## config.mk

```make
export PLATFORM = sky130hd
export DESIGN_NAME = agc_lock_ctrl
export DESIGN_NICKNAME = d
export VERILOG_FILES = /design/src/rtl/agc_ctrl_pkg.sv /design/src/rtl/agc_tol_counter.sv /design/src/rtl/agc_lock_ctrl.sv
export SDC_FILE = /design/constraint.sdc
export NUM_CORES = 1
export LEC_CHECK = 0
export ABC_AREA = 1
export ABC_CLOCK_PERIOD_IN_PS = 2600
export CORE_MARGIN = 3
export CORE_UTILIZATION = 48
export CTS_BUF_LIST = sky130_fd_sc_hd__clkbuf_4
export DETAILED_ROUTE_END_ITERATION = 10
export PLACE_DENSITY = 0.88
export SYNTH_ARGS = -nofsm -noshare
export SYNTH_HDL_FRONTEND = slang
export SYNTH_SLANG_ARGS = --single-unit
export TNS_END_PERCENT = 50
```

## constraint.sdc

```tcl
create_clock -name clk -period 2.6 [get_ports clk]
set_clock_uncertainty 0.15 [all_clocks]
set_input_delay 0.52 -clock clk [delete_from_list [all_inputs] [get_ports clk]]
set_output_delay 0.52 -clock clk [all_outputs]
set_load 0.01 [all_outputs]
```

## src/rtl/agc_ctrl_pkg.sv

```systemverilog
// Shared widths, state encodings and error-magnitude helper for the AGC lock controller.
package agc_ctrl_pkg;

   localparam int ERR_W  = 11;
   localparam int REF_W  = 10;
   localparam int INTV_W = 8;

   typedef enum logic [2:0] {
      S_IDLE  = 3'd0,
      S_RSTA  = 3'd1,
      S_RAMP  = 3'd2,
      S_ACQ   = 3'd3,
      S_LOCK  = 3'd4,
      S_FAULT = 3'd5
   } agc_state_e;

   localparam logic [2:0] ST_IDLE  = S_IDLE;
   localparam logic [2:0] ST_RSTA  = S_RSTA;
   localparam logic [2:0] ST_RAMP  = S_RAMP;
   localparam logic [2:0] ST_ACQ   = S_ACQ;
   localparam logic [2:0] ST_LOCK  = S_LOCK;
   localparam logic [2:0] ST_FAULT = S_FAULT;

   // Unsigned magnitude in the same width; the most negative code maps to 1024 without wrapping.
   function automatic logic [ERR_W-1:0] err_mag(input logic [ERR_W-1:0] err);
      logic [ERR_W-1:0] mag;
      if (err[ERR_W-1]) begin
         mag = ~err + 11'd1;
      end else begin
         mag = err;
      end
      return mag;
   endfunction

endpackage

```

## src/rtl/agc_tol_counter.sv

```systemverilog
// Consecutive-event counter: saturates at TERM, synchronous clear wins over increment,
// hit_o flags the increment that reaches (or re-reaches) TERM.
module agc_tol_counter #(
   parameter int TERM = 64
) (
   input  logic clk,
   input  logic rst,
   input  logic clr_i,
   input  logic inc_i,
   output logic hit_o
);

   localparam int CW = $clog2(TERM + 1);

   logic [CW-1:0] cnt_q;
   logic [CW-1:0] cnt_d;

   // Next count: clear, saturating increment, or hold.
   always_comb begin
      cnt_d = cnt_q;
      if (clr_i) begin
         cnt_d = '0;
      end else if (inc_i && (cnt_q != CW'(TERM))) begin
         cnt_d = cnt_q + CW'(1);
      end else begin
         cnt_d = cnt_q;
      end
   end

   // Count register.
   always_ff @(posedge clk) begin
      if (rst) begin
         cnt_q <= '0;
      end else begin
         cnt_q <= cnt_d;
      end
   end

   assign hit_o = inc_i && (cnt_q >= CW'(TERM - 1));

endmodule

```

## src/rtl/agc_lock_ctrl.sv

```systemverilog
// AGC reset/reference sequencer with lock supervision, acquisition timeout and retry/fault.
// Optional reference ramp after reset is enabled by defining AGC_CTRL_RAMP_EN.
module agc_lock_ctrl
   import agc_ctrl_pkg::*;
#(
   parameter int RST_CYCLES   = 16,
   parameter int LOCK_TOL     = 8,
   parameter int UNLOCK_TOL   = 32,
   parameter int LOCK_COUNT   = 64,
   parameter int UNLOCK_COUNT = 16,
   parameter int ACQ_TIMEOUT  = 4096,
`ifdef AGC_CTRL_RAMP_EN
   parameter int MAX_RETRY    = 3,
   parameter int RAMP_STEP    = 16
`else
   parameter int MAX_RETRY    = 3
`endif
) (
   input  logic              clk,
   input  logic              rst,
   input  logic              i_enable,
   input  logic [REF_W-1:0]  i_target_ref,
   input  logic [INTV_W-1:0] i_fast_interval,
   input  logic [INTV_W-1:0] i_slow_interval,
   input  logic [ERR_W-1:0]  i_err,
   input  logic              i_err_valid,
   output logic              o_agc_rst,
   output logic [REF_W-1:0]  o_ref_data,
   output logic [INTV_W-1:0] o_sample_interval,
   output logic              o_locked,
   output logic              o_fault,
   output logic [2:0]        o_state
);

   localparam int RCW = $clog2(RST_CYCLES + 1);
   localparam int TCW = $clog2(ACQ_TIMEOUT + 1);
   localparam int YCW = $clog2(MAX_RETRY + 1);

`ifdef AGC_CTRL_RAMP_EN
   localparam logic [2:0] ST_POST_RST = ST_RAMP;
`else
   localparam logic [2:0] ST_POST_RST = ST_ACQ;
`endif

   logic [2:0]        state_q,   state_d;
   logic [RCW-1:0]    rcnt_q,    rcnt_d;
   logic [TCW-1:0]    tcnt_q,    tcnt_d;
   logic [YCW-1:0]    retry_q,   retry_d;
   logic              agc_rst_q, agc_rst_d;
   logic [REF_W-1:0]  ref_q,     ref_d;
   logic [INTV_W-1:0] intv_q,    intv_d;
   logic              locked_q,  locked_d;
   logic              fault_q,   fault_d;

   logic [ERR_W-1:0]  err_abs_s;
   logic              in_acq_s, in_lock_s, state_chg_s;
   logic              lock_inc_s, lock_clr_s, lock_hit_s;
   logic              unl_inc_s,  unl_clr_s,  unl_hit_s;
   logic              tmo_s;

   assign err_abs_s   = err_mag(i_err);
   assign in_acq_s    = (state_q == ST_ACQ);
   assign in_lock_s   = (state_q == ST_LOCK);
   assign state_chg_s = (state_d != state_q);

   // The error stream only matters in ACQ and LOCK; counters restart on every state change.
   assign lock_inc_s = in_acq_s && i_err_valid && (err_abs_s <= ERR_W'(LOCK_TOL));
   assign lock_clr_s = !in_acq_s || state_chg_s ||
                       (i_err_valid && (err_abs_s > ERR_W'(LOCK_TOL)));
   assign unl_inc_s  = in_lock_s && i_err_valid && (err_abs_s > ERR_W'(UNLOCK_TOL));
   assign unl_clr_s  = !in_lock_s || state_chg_s ||
                       (i_err_valid && (err_abs_s <= ERR_W'(UNLOCK_TOL)));
   assign tmo_s      = in_acq_s && i_err_valid && (tcnt_q >= TCW'(ACQ_TIMEOUT - 1));

   agc_tol_counter #(.TERM(LOCK_COUNT)) u_lock_cnt (
      .clk   (clk),
      .rst   (rst),
      .clr_i (lock_clr_s),
      .inc_i (lock_inc_s),
      .hit_o (lock_hit_s)
   );

   agc_tol_counter #(.TERM(UNLOCK_COUNT)) u_unlock_cnt (
      .clk   (clk),
      .rst   (rst),
      .clr_i (unl_clr_s),
      .inc_i (unl_inc_s),
      .hit_o (unl_hit_s)
   );

`ifdef AGC_CTRL_RAMP_EN
   logic [REF_W:0]   ramp_sum_s;
   logic [REF_W-1:0] ramp_next_s;

   assign ramp_sum_s  = {1'b0, ref_q} + (REF_W + 1)'(RAMP_STEP);
   assign ramp_next_s = (ramp_sum_s >= {1'b0, i_target_ref}) ? i_target_ref
                                                             : ramp_sum_s[REF_W-1:0];
`endif

   // Next-state logic; a low enable overrides every other event.
   always_comb begin
      state_d = state_q;
      if (!i_enable) begin
         state_d = ST_IDLE;
      end else begin
         case (state_q)
            ST_IDLE: state_d = ST_RSTA;
            ST_RSTA: begin
               if (rcnt_q >= RCW'(RST_CYCLES - 1)) begin
                  state_d = ST_POST_RST;
               end else begin
                  state_d = ST_RSTA;
               end
            end
`ifdef AGC_CTRL_RAMP_EN
            ST_RAMP: begin
               if (ref_q == i_target_ref) begin
                  state_d = ST_ACQ;
               end else begin
                  state_d = ST_RAMP;
               end
            end
`endif
            ST_ACQ: begin
               if (lock_hit_s) begin
                  state_d = ST_LOCK;
               end else if (tmo_s) begin
                  state_d = (retry_q == YCW'(MAX_RETRY)) ? ST_FAULT : ST_RSTA;
               end else begin
                  state_d = ST_ACQ;
               end
            end
            ST_LOCK: begin
               if (unl_hit_s) begin
                  state_d = ST_ACQ;
               end else begin
                  state_d = ST_LOCK;
               end
            end
            ST_FAULT: state_d = ST_FAULT;
            default:  state_d = ST_IDLE;
         endcase
      end
   end

   // Reset-hold timer, acquisition sample counter and retry bookkeeping.
   always_comb begin
      rcnt_d  = '0;
      tcnt_d  = '0;
      retry_d = retry_q;
      if ((state_q == ST_RSTA) && (state_d == ST_RSTA) && (rcnt_q != RCW'(RST_CYCLES))) begin
         rcnt_d = rcnt_q + RCW'(1);
      end else if ((state_q == ST_RSTA) && (state_d == ST_RSTA)) begin
         rcnt_d = rcnt_q;
      end else begin
         rcnt_d = '0;
      end
      if (in_acq_s && (state_d == ST_ACQ)) begin
         if (i_err_valid && (tcnt_q != TCW'(ACQ_TIMEOUT))) begin
            tcnt_d = tcnt_q + TCW'(1);
         end else begin
            tcnt_d = tcnt_q;
         end
      end else begin
         tcnt_d = '0;
      end
      if ((state_q == ST_IDLE) || (state_d == ST_IDLE)) begin
         retry_d = '0;
      end else if (in_acq_s && (state_d == ST_RSTA) && (retry_q != YCW'(MAX_RETRY))) begin
         retry_d = retry_q + YCW'(1);
      end else begin
         retry_d = retry_q;
      end
   end

   // Output values are decoded from the next state so they change with o_state.
   always_comb begin
      agc_rst_d = 1'b1;
      ref_d     = '0;
      intv_d    = i_fast_interval;
      locked_d  = 1'b0;
      fault_d   = 1'b0;
      case (state_d)
         ST_IDLE, ST_RSTA: begin
            agc_rst_d = 1'b1;
            ref_d     = '0;
         end
`ifdef AGC_CTRL_RAMP_EN
         ST_RAMP: begin
            agc_rst_d = 1'b0;
            ref_d     = ramp_next_s;
         end
`endif
         ST_ACQ: begin
            agc_rst_d = 1'b0;
            ref_d     = i_target_ref;
         end
         ST_LOCK: begin
            agc_rst_d = 1'b0;
            ref_d     = i_target_ref;
            intv_d    = i_slow_interval;
            locked_d  = 1'b1;
         end
         ST_FAULT: begin
            agc_rst_d = 1'b1;
            fault_d   = 1'b1;
         end
         default: begin
            agc_rst_d = 1'b1;
            ref_d     = '0;
         end
      endcase
   end

   // State, counters and registered outputs.
   always_ff @(posedge clk) begin
      if (rst) begin
         state_q   <= ST_IDLE;
         rcnt_q    <= '0;
         tcnt_q    <= '0;
         retry_q   <= '0;
         agc_rst_q <= 1'b1;
         ref_q     <= '0;
         intv_q    <= '0;
         locked_q  <= 1'b0;
         fault_q   <= 1'b0;
      end else begin
         state_q   <= state_d;
         rcnt_q    <= rcnt_d;
         tcnt_q    <= tcnt_d;
         retry_q   <= retry_d;
         agc_rst_q <= agc_rst_d;
         ref_q     <= ref_d;
         intv_q    <= intv_d;
         locked_q  <= locked_d;
         fault_q   <= fault_d;
      end
   end

   assign o_agc_rst         = agc_rst_q;
   assign o_ref_data        = ref_q;
   assign o_sample_interval = intv_q;
   assign o_locked          = locked_q;
   assign o_fault           = fault_q;
   assign o_state           = state_q;

endmodule

```

**Word level (Yosys, flattened, before mapping)**

Cells that the tools add are included.

- Memories kept: 0
- Logic and storage cells: 90
- Output and inout port bits: 24
- Latch bits: 0
- ROM bits: 0
- Bits in registers: 56
- RAM bits: 0

- Shift-type cells: 0
- Multipliers: 0
- Bitwise operators: 3
- Reduce and logical (&&, ||, !) cells: 32
- Add/subtract/negate cells: 6
- Divide/modulo/power cells: 0
- Muxes and demuxes: 14
- Order comparisons: 8
- Equality and inequality tests: 16

Operators with widths:

| cell | number |
|---|---|
| $logic_and 1x1->1 | 17 |
| $mux 3 | 5 |
| $pmux 3 s5 | 1 |
| $add 13x1->13 const B | 1 |
| $ge 13x12->1 const B | 1 |
| $ne 13x13->1 const B | 1 |
| $eq 3x3->1 const B | 4 |
| $reduce_or 2->1 | 6 |
| $add 11x1->11 const B | 1 |
| $gt 11x4->1 const B | 1 |
| $gt 11x6->1 const B | 1 |
| $le 11x4->1 const B | 1 |
| $le 11x6->1 const B | 1 |
| $mux 11 | 1 |
| $not 11->11 | 1 |
| $add 5x1->5 const B | 2 |
| $ge 5x4->1 const B | 2 |
| $mux 5 | 2 |
| $ne 5x5->1 const B | 2 |
| $mux 8 | 1 |
| $add 7x1->7 const B | 1 |
| $ge 7x6->1 const B | 1 |
| $ne 7x7->1 const B | 1 |
| $eq 3x1->1 const B | 2 |
| 12 further kinds | 22 |

**Depth between registers and ports, before layout**

Gate-level depths: netlist of run 1.

- Depth after elaboration: 13
- Depth in mapped cells: 22
- Gate-level depth less buffers: 21

**Hierarchy**

Synthesis of run 1 repeated with hierarchy kept, for this count alone.

- Cells, all modules: 463
- Area total of the unflattened synthesis: 3224.3 sq um

Modules (own cells, without submodules):

| module | instances | area an instance (sq um) | cells an instance | sequential area each (sq um) |
|---|---|---|---|---|
| agc_lock_ctrl | 1 | 2442.3 | 353 | 880.8 |
| agc_tol_counter at u_lock_cnt | 1 | 461.7 | 62 | 140.1 |
| agc_tol_counter at u_unlock_cnt | 1 | 320.3 | 48 | 100.1 |

**Least setup slack after synthesis of run 1**

Ideal clock, no wire load.

- Path kind: input to register
- From: input i_err[0]
- To: register agc_rst_q, in the netlist o_agc_rst
- Stages: 19
- Buffers on the path: 1
- Arrival time: 2195 ps
- Path slack: 125 ps
- Setup time: 130 ps
- Required time: 2320 ps
- Cells stage by stage: inv_1 ha_1 o21ai_0 nand2_1 nand2_1 nand2_1 nor2_1 nand2_2 nor2_4 nand3_2 nand2_1 inv_1 nand2_2 nand2_4 inv_2 nand2_4 nor2_4 nor2_2 buf_8

- Longest elaborated chain between the ends: 12

RTL lines:

| what | RTL line | RTL |
|---|---|---|
| from (decl) | agc_lock_ctrl.sv:25 | `input logic [ERR_W-1:0] i_err,` |
| $not 11->11 | agc_ctrl_pkg.sv:28 | `mag = ~err + 11'd1;` |
| $add 11x1->11 | agc_ctrl_pkg.sv:28 |  |
| $mux 11 (*) | agc_ctrl_pkg.sv:27 | `if (err[ERR_W-1]) begin` |
| $gt 11x6->1 or $le 11x4->1 (tied branches) | agc_lock_ctrl.sv:70, agc_lock_ctrl.sv:67 |  |
| $logic_and 1x1->1, on equally long branches | agc_lock_ctrl.sv:70, agc_lock_ctrl.sv:67 |  |
| $logic_and 1x1->1 | agc_tol_counter.sv:39 | `assign hit_o = inc_i && (cnt_q >= CW'(TERM - 1));` |
| $mux 3, on equally long branches | agc_lock_ctrl.sv:134, agc_lock_ctrl.sv:125 |  |
| $pmux 3 s5 (*) | agc_lock_ctrl.sv:106 | `case (state_q)` |
| $mux 3 (*) | agc_lock_ctrl.sv:103 | `if (!i_enable) begin` |
| $eq 3x2->1 or $eq 3x3->1 (tied branches) | agc_lock_ctrl.sv:183 | `case (state_d)` |
| $reduce_or 2->1 (no line) (*) | -- |  |
| $mux 1 (*) | agc_lock_ctrl.sv:183 |  |
| to (signal assigned) | agc_lock_ctrl.sv:232 | `agc_rst_q <= agc_rst_d;` |
| to (decl) | agc_lock_ctrl.sv:49 | `logic agc_rst_q, agc_rst_d;` |

Mark *: on every way between the ends. The rest lies on a longest branch, timed or not.
A chain may end at the register's enable or synchronous reset.

**Worst setup path in the final report of run 1**

- From: input i_err[5]
- To: register u_unlock_cnt.cnt_q[4]

- Longest elaborated chain between the ends: 13

RTL lines:

| what | RTL line | RTL |
|---|---|---|
| $not 11->11 | agc_ctrl_pkg.sv:28 |  |
| $add 11x1->11 | agc_ctrl_pkg.sv:28 |  |
| $mux 11 (*) | agc_ctrl_pkg.sv:27 |  |
| $gt 11x6->1 or $le 11x4->1 (tied branches) | agc_lock_ctrl.sv:70, agc_lock_ctrl.sv:67 |  |
| $logic_and 1x1->1, on equally long branches | agc_lock_ctrl.sv:70, agc_lock_ctrl.sv:67 |  |
| $logic_and 1x1->1 | agc_tol_counter.sv:39 |  |
| $mux 3, on equally long branches | agc_lock_ctrl.sv:134, agc_lock_ctrl.sv:125 |  |
| $pmux 3 s5 | agc_lock_ctrl.sv:106 |  |
| $mux 3 | agc_lock_ctrl.sv:103 |  |
| $ne 3x3->1 | agc_lock_ctrl.sv:64 | `assign state_chg_s = (state_d != state_q);` |
| $logic_or 1x1->1 (2 in series) | agc_lock_ctrl.sv:71 | `assign unl_clr_s = !in_lock_s \|\| state_chg_s \|\|` |
| $reduce_or 2->1 (no line) | -- |  |
| to (signal assigned) | agc_tol_counter.sv:35 | `cnt_q <= cnt_d;` |
| to (decl) | agc_tol_counter.sv:15 | `logic [CW-1:0] cnt_q;` |

Marked as above.

==> results.tsv, run 1 <==
metric	value	unit
Crit Path Class	input pin to flop	
worst setup path start	i_err[5]	
final hold slack	340	ps
largest net degree at the start of global routing	17	
antenna diode count	0	
initial core utilization	0.505	
CTS H-tree lvls	2	
mean area per synthesized cell	7.00	um2
global route overflow	0	
row cnt	28	
Final WS setup	11.5	ps
Synth Instances	437	
synth unique cells	34	
Crit path max-delay family	simple AND/OR/NAND/NOR gates	
final period utilization	0.996	
Worst path max stage delay	260	ps
DRC viols	0	
crit path launch type	input pin	
antenna-violating nets left	0	
syn nets	490	
Core Region	6060	um2
Synth Cell Area	3060	um2
Port Buffer Count	64	
Required @ worst endpoint	2780	ps
initial antenna violation count	0	
Final Setup Violations	0	
Clock Latency Late Sink	390	ps
crit path DAT	2770	ps
CP Capture Type	flop	
Max VDD drop	0.000466	V
measured slew at the worst slew-check pin	522	ps
gr usage total	0.225	
layout cells sized above 1	0.190	
Post-synth EDFFs	0	
Slew Limit Fails	0	
DR vias	3128	
Pre-antenna DRT Iters	5	
die area	7370	um2
critical-path maximum fanout	5	
cell chosen for the clock root	clkbuf_4	
Syn-to-layout area delta	37.7	%
Iteration-0 DRC Markers	182	
GP Congestion	0.875	
clock slew seen by the registers of the worst setup and hold paths	160	ps
max_cap viols	0	
relative slew slack	0.651	
hold path start	tcnt_q[6]	
first-pass GRT wire length	13400	um
type of the most critical hold path	flop to flop	
cts bufs inserted	5	
CTS tree	built	
number of global-route vias before repair	3124	
Pleak	1.83	nW
Via density	5.16	
area share of the largest cell type after synthesis	0.366	
Die Width	85.8	um
Tmin final	2590	ps
Clock Path Buffers	2	
most frequent cell after synthesis	nand2_1	
Critical R2R Launch	tcnt_q[0]	
PwrDens	388	nW/um2
Place WS	-607	ps
Synth area leader	dfxtp_1	
Seq/Total Area, Yosys	0.366	
CP max stage cell	dlygate4sd2_1	
FF+latch count, synth	56	
top cells by area, synth	dfxtp_1 37%, nand2_1 12%, inv_1 8.6%	
WP buf/inv	5	
Final nets	584	
main flop type after synthesis	dfxtp_1	
unrepaired setup endpoints after global routing	true	
share of flip-flops with an asynchronous set or reset	0	
total wire length	8540	um
CTS sink count	56	
status	finished clean	
setup TNS	0	ps
CP Cell Sequence	dlygate4sd2_1, inv_1, nand2_1, nor2_1, nand2_2, nand3b_1, nand2_1, nor2_2, nand2_2, nor2_4, nand3_2, nand2_1, inv_1, nand2_2, buf_4, buf_4, a21oi_1, nor2_2, nand3_2, nor2_1	
IO Pins	65	
post-DP HPWL	5580	um
Synth top cells by count	100 x nand2_1, 70 x inv_1, 56 x dfxtp_1	
Fin. Hold Viols	0	
Synth warnings	0	
post-DR wirelength/cell	14.1	um
chip height	85.8	um
achievable frequency	386	MHz
[path summary, 6_finish.rpt]
path / endpoint / cells past startpoint / slack (ps)
max: u_unlock_cnt.cnt_q[4] / 20 / 10
min: tcnt_q[6] / 2 / 340
max reg2reg: u_unlock_cnt.cnt_q[4] / 14 / 40
min reg2reg: tcnt_q[6] / 2 / 340
[per-layer routing]
layer	track usage	vias to the layer above	wire length, um
met1	0.233	1419	3210
li1	-	1542	-
met5	0	-	0
met4	0.102	0	440
met3	0.0442	46	414
met2	0.430	121	4470
[cell type report]
class | count | area [um2]
Timing Repair Buffer | 93 | 873
Multi-Input combinational cell | 297 | 1730
Clock inverter | 2 | 60.1
Sequential cell | 56 | 1120
Clock buffer | 5 | 37.5
Inverter | 78 | 298
Fill cell | 420 | 1850
Tap cell | 75 | 93.8
[cell families after synthesis]
family                   synth area share
AND/OR/NAND/NOR                     0.380
AO/OA/AOI/OAI                      0.0618
buffers and inverters               0.110
adder cells (fa/ha/maj)            0.0491
XOR/XNOR                           0.0286
multiplexers                      0.00368
flip-flops                          0.366
[per-stage QoR]
step	utilization	area, um2	total power [mW]	cells
floorplan	-	3060	0.966	437
global route	0.695	4210	1.68	606
finish	0.695	4210	1.64	606
global placement	0.646	3910	1.06	590
detailed placement	0.646	3910	1.07	590
CTS	0.683	4140	1.62	605
[layout by cell type (no fill, tap or decap), types with 3 or more instances in the layout]
| master | Yosys | routed |
|---|---|---|
| clkbuf_4 | 0 | 5 |
| dfxtp_1 | 56 | 54 |
| a21boi_0 | 3 | 3 |
| buf_4 | 2 | 27 |
| nor2_2 | 5 | 6 |
| nor2_1 | 54 | 50 |
| clkbuf_2 | 0 | 3 |
| inv_1 | 70 | 67 |
| ha_1 | 12 | 11 |
| nor2_4 | 12 | 15 |
| nand3_1 | 29 | 24 |
| nand2_2 | 9 | 8 |
| nor3_1 | 11 | 11 |
| o21ai_0 | 9 | 8 |
| and3_1 | 3 | 3 |
| nand2_4 | 2 | 5 |
| nand3_2 | 1 | 6 |
| xor2_1 | 10 | 10 |
| a21oi_1 | 15 | 15 |
| nand4_1 | 6 | 6 |
| inv_2 | 8 | 9 |
| clkdlybuf4s50_1 | 0 | 56 |
| nand2_1 | 100 | 97 |
[state kept, by name, indices dropped and copies added (netlist names), 2 cells and up]
register / count
o_ref_data: 10
rcnt_q: 5
tcnt_q: 13
o_state: 3
o_sample_interval: 8
retry_q: 2
u_lock_cnt.cnt_q: 7
u_unlock_cnt.cnt_q: 5
[worst reg2reg max path, stage by stage (launching register included)]
cell and delay (ps):
dfxtp_1 410, nand3_1 200, nor4_4 250, nand2_1 100, o211ai_1 280, nand3_1 120, nand2_1 100, inv_1 60
nand2_2 90, buf_4 110, buf_4 90, a21oi_1 100, nor2_2 170, nand3_2 160, nor2_1 120
[timing repair]
| action | CTS | global route |
|---|---|---|
| pin swaps | 8 | 19 |
| resized for setup | 21 | 31 |
| endpoints found under the hold margin | 0 | 0 |
| hold buffers | 0 | 0 |
| gates cloned | 1 | 0 |
| setup endpoints to repair | 43 | 45 |
| buffers inserted | 7 | 1 |
[power breakdown]
part	switching (mW)	total, mW	leakage, nW	internal (mW)
combinational	0.0956	0.196	1.32	0.100
clock	0.275	0.570	0.0513	0.295
sequential	0.00331	0.870	0.455	0.867
total	0.374	1.64	1.83	1.26
Power figures use the tool's default switching activity.
==> run 2: changes to the inputs <==
--- a/config.mk
+++ b/config.mk
@@ -5,7 +5,7 @@
 export SDC_FILE = /design/constraint.sdc
 export NUM_CORES = 1
 export LEC_CHECK = 0
-export ABC_AREA = 1
+export ABC_AREA = 0
 export ABC_CLOCK_PERIOD_IN_PS = 2600
 export CORE_MARGIN = 3
 export CORE_UTILIZATION = 48
==> results.tsv, run 2 <==
metric	value	unit	change
setup TNS	0	ps	unchanged
R2R cell count	8		-6
Final nets	510		-13%
layout cells sized above 1	0.223		+0.0325
area share of the largest cell type after synthesis	0.367		about the same
sw power	0.379	mW	+1.3%
cts bufs inserted	5		unchanged
DR vias	3079		-1.6%
achievable frequency	385	MHz	-0.34%
WHS Endpoint	u_lock_cnt.cnt_q[1]		
antenna diode count	0		unchanged
CTS H-tree lvls	2		unchanged
status	finished clean		
chip height	85.8	um	about the same
Die Width	85.8	um	about the same
initial core utilization	0.505		about the same
Synth Instances	353		-19%
Clock Latency Late Sink	400	ps	about the same
Port Buffer Count	64		unchanged
die area	7360	um2	about the same
post-layout util	0.724		+0.0287
Fin. Hold Viols	0		unchanged
Worst path max stage delay	490	ps	+230 ps
gr usage total	0.236		+0.0109
Via density	5.78		+12%
register bank with the most flops	tcnt_q		
Clock power frac	0.262		-0.086
synth unique cells	64		+88%
PwrDens	340	nW/um2	-12%
Synth warnings	0		unchanged
crit path DAT	2730	ps	-40 ps
Max VDD drop	0.000304	V	-35%
FF+latch count, synth	56		unchanged
Required @ worst endpoint	2730	ps	-50 ps
Critical R2R Launch	o_state[1]		
clock slew seen by the registers of the worst setup and hold paths	130	ps	-30 ps
most frequent cell after synthesis	dfxtp_1		
Post-synth EDFFs	0		unchanged
max reg flops	13		unchanged
Slew Limit Fails	0		unchanged
crit path launch type	input pin		
row cnt	28		unchanged
total chip power	1.49	mW	-8.8%
Synth area leader	dfxtp_1		
GP Congestion	0.905		+3.4%
most frequent cells in the layout	56 x dfxtp_1, 55 x clkdlybuf4s50_1, 54 x nor2_1		
max_cap viols	0		unchanged
CP Capture Type	flop		
mean area per synthesized cell	8.66	um2	+24%
CTS sink count	56		unchanged
CP max stage cell	or4b_4		
Power Internal	1.11	mW	-12%
post-DP HPWL	6300	um	+13%
global route overflow	0		unchanged
largest net degree at the start of global routing	18		+1
Synth Cell Area	3060	um2	about the same
Core Region	6060	um2	unchanged
total wire length	8970	um	+5.0%
reg2reg end	u_lock_cnt.cnt_q[6]		
DRC viols	0		unchanged
share of flip-flops with an asynchronous set or reset	0		unchanged
unrepaired setup endpoints after global routing	true		
measured slew at the worst slew-check pin	447	ps	-74.8 ps
switching part of the total	0.254		+0.0255
number of global-route vias before repair	3145		+0.67%
CTS Hold Bufs	0		unchanged
first-pass GRT wire length	14100	um	+5.4%
type of the most critical hold path	flop to flop		
Synth top cells by count	56 x dfxtp_1, 54 x nor2_1, 23 x inv_1		
cell chosen for the clock root	clkbuf_4		
Final Setup Violations	0		unchanged
Seq/Total Area, Yosys	0.367		about the same
Pleak	1.66	nW	-9.0%
main flop type after synthesis	dfxtp_1		
top cells by area, synth	dfxtp_1 37%, nor2_1 6.6%, ha_1 4.9%		
post-DR wirelength/cell	16.8	um	+19%
final hold slack	341	ps	+1.44 ps
initial antenna violation count	0		unchanged
hold path start	u_lock_cnt.cnt_q[1]		
Combinational Power Share	0.154		+0.034
critical-path maximum fanout	5		unchanged
final period utilization	0.999		+0.00342
Clock Path Buffers	2		unchanged
sequential group share of total power	0.584		+0.052
antenna-violating nets left	0		unchanged
Crit Path Class	input pin to flop		
CP Cell Sequence	buf_8, inv_4, ha_4, or4b_4, or4_4, nand3_4, nand4_1, buf_4, a21boi_2, o22ai_1, and4b_1		
Iteration-0 DRC Markers	226		+24%
reg-to-reg setup timing slack	110	ps	+70 ps
Tmin final	2600	ps	+8.89 ps
Syn-to-layout area delta	43.4	%	
worst hold stages	2		unchanged
syn nets	406		-17%
Pre-antenna DRT Iters	4		-1
IO Pins	65		unchanged
relative slew slack	0.699		+0.0478
commonest non-fill, non-tap cell in the layout	dfxtp_1		
CTS tree	built		
## run 2: worst max path at each step
stage	cells past startpoint	end	slack, ps	from
2_1_floorplan	10	o_ref_data[2]	-220	i_err[2]
3_3_place_gp	11	u_lock_cnt.cnt_q[0]	-810	i_err[1]
3_5_place_dp	11	u_lock_cnt.cnt_q[5]	-910	i_err[1]
4_1_cts	9	o_sample_interval[1]	6	i_err[7]
5_1_grt	11	o_ref_data[1]	-60	i_err[1]
6_report	11	u_lock_cnt.cnt_q[6]	3	i_err[1]
## run 2: cell families (layout without fill, tap and decap cells)
logic type	count (synthesis)	count (layout)	share of synthesized area
AOI/OAI and AO/OA	68	68	0.171
xor gates and xnor gates	26	26	0.0745
adders and majority gates	12	12	0.0491
buffers and inverters	35	140	0.0540
DFF	56	56	0.367
muxes	10	10	0.0327
and+or+nand+nor	146	146	0.252
## run 2: critical path, delay by kind of cell
kind	cells	cell delay, ps
adders and majority gates	1	140
and+or+nand+nor	5	1480
buffers and inverters	3	390
AOI/OAI and AO/OA	2	190
## run 2: repair_timing
action                                 CTS  global route
gates cloned                             1             0
buffers inserted                         3             3
resized for setup                       37            31
setup endpoints to repair               51            49
pin swaps                               13            13
endpoints found under the hold margin    0             0
## run 2: stage by stage
step	std cells	setup slack, ps	instance area [um2]
after detailed placement	518	-907	4050
after global placement	518	-813	4050
final	533	2.57	4390
after CTS	530	5.68	4250
after global routing	533	-59.2	4390
after floorplan	353	-221	3100
## run 2: power by group through the flow
stage / Combinational, mW / Clock (mW) / Sequential (mW)
floorplan: 0.0730 / 0 / 0.892
global placement: 0.195 / 0 / 0.889
detailed placement: 0.201 / 0 / 0.889
CTS: 0.215 / 0.398 / 0.871
global route: 0.244 / 0.420 / 0.872
finish: 0.230 / 0.390 / 0.871
## run 2: area by class of cell
class                      count  area (um2)
clock buffer                   6        45.0
clock inverter                 2        13.8
fill                         417        1680
inverter                      23        88.8
multi-input combinational    262        1990
sequential                    56        1120
tap                           75        93.8
timing repair buffer         109        1030
## run 2: routing by layer
metal | global-route usage | vias up | part of all wire
met5 | 0 | - | 0
met2 | 0.446 | 114 | 0.54
met1 | 0.260 | 1463 | 0.38
met3 | 0.0336 | 28 | 0.052
met4 | 0.0978 | 0 | 0.033
li1 | - | 1474 | -
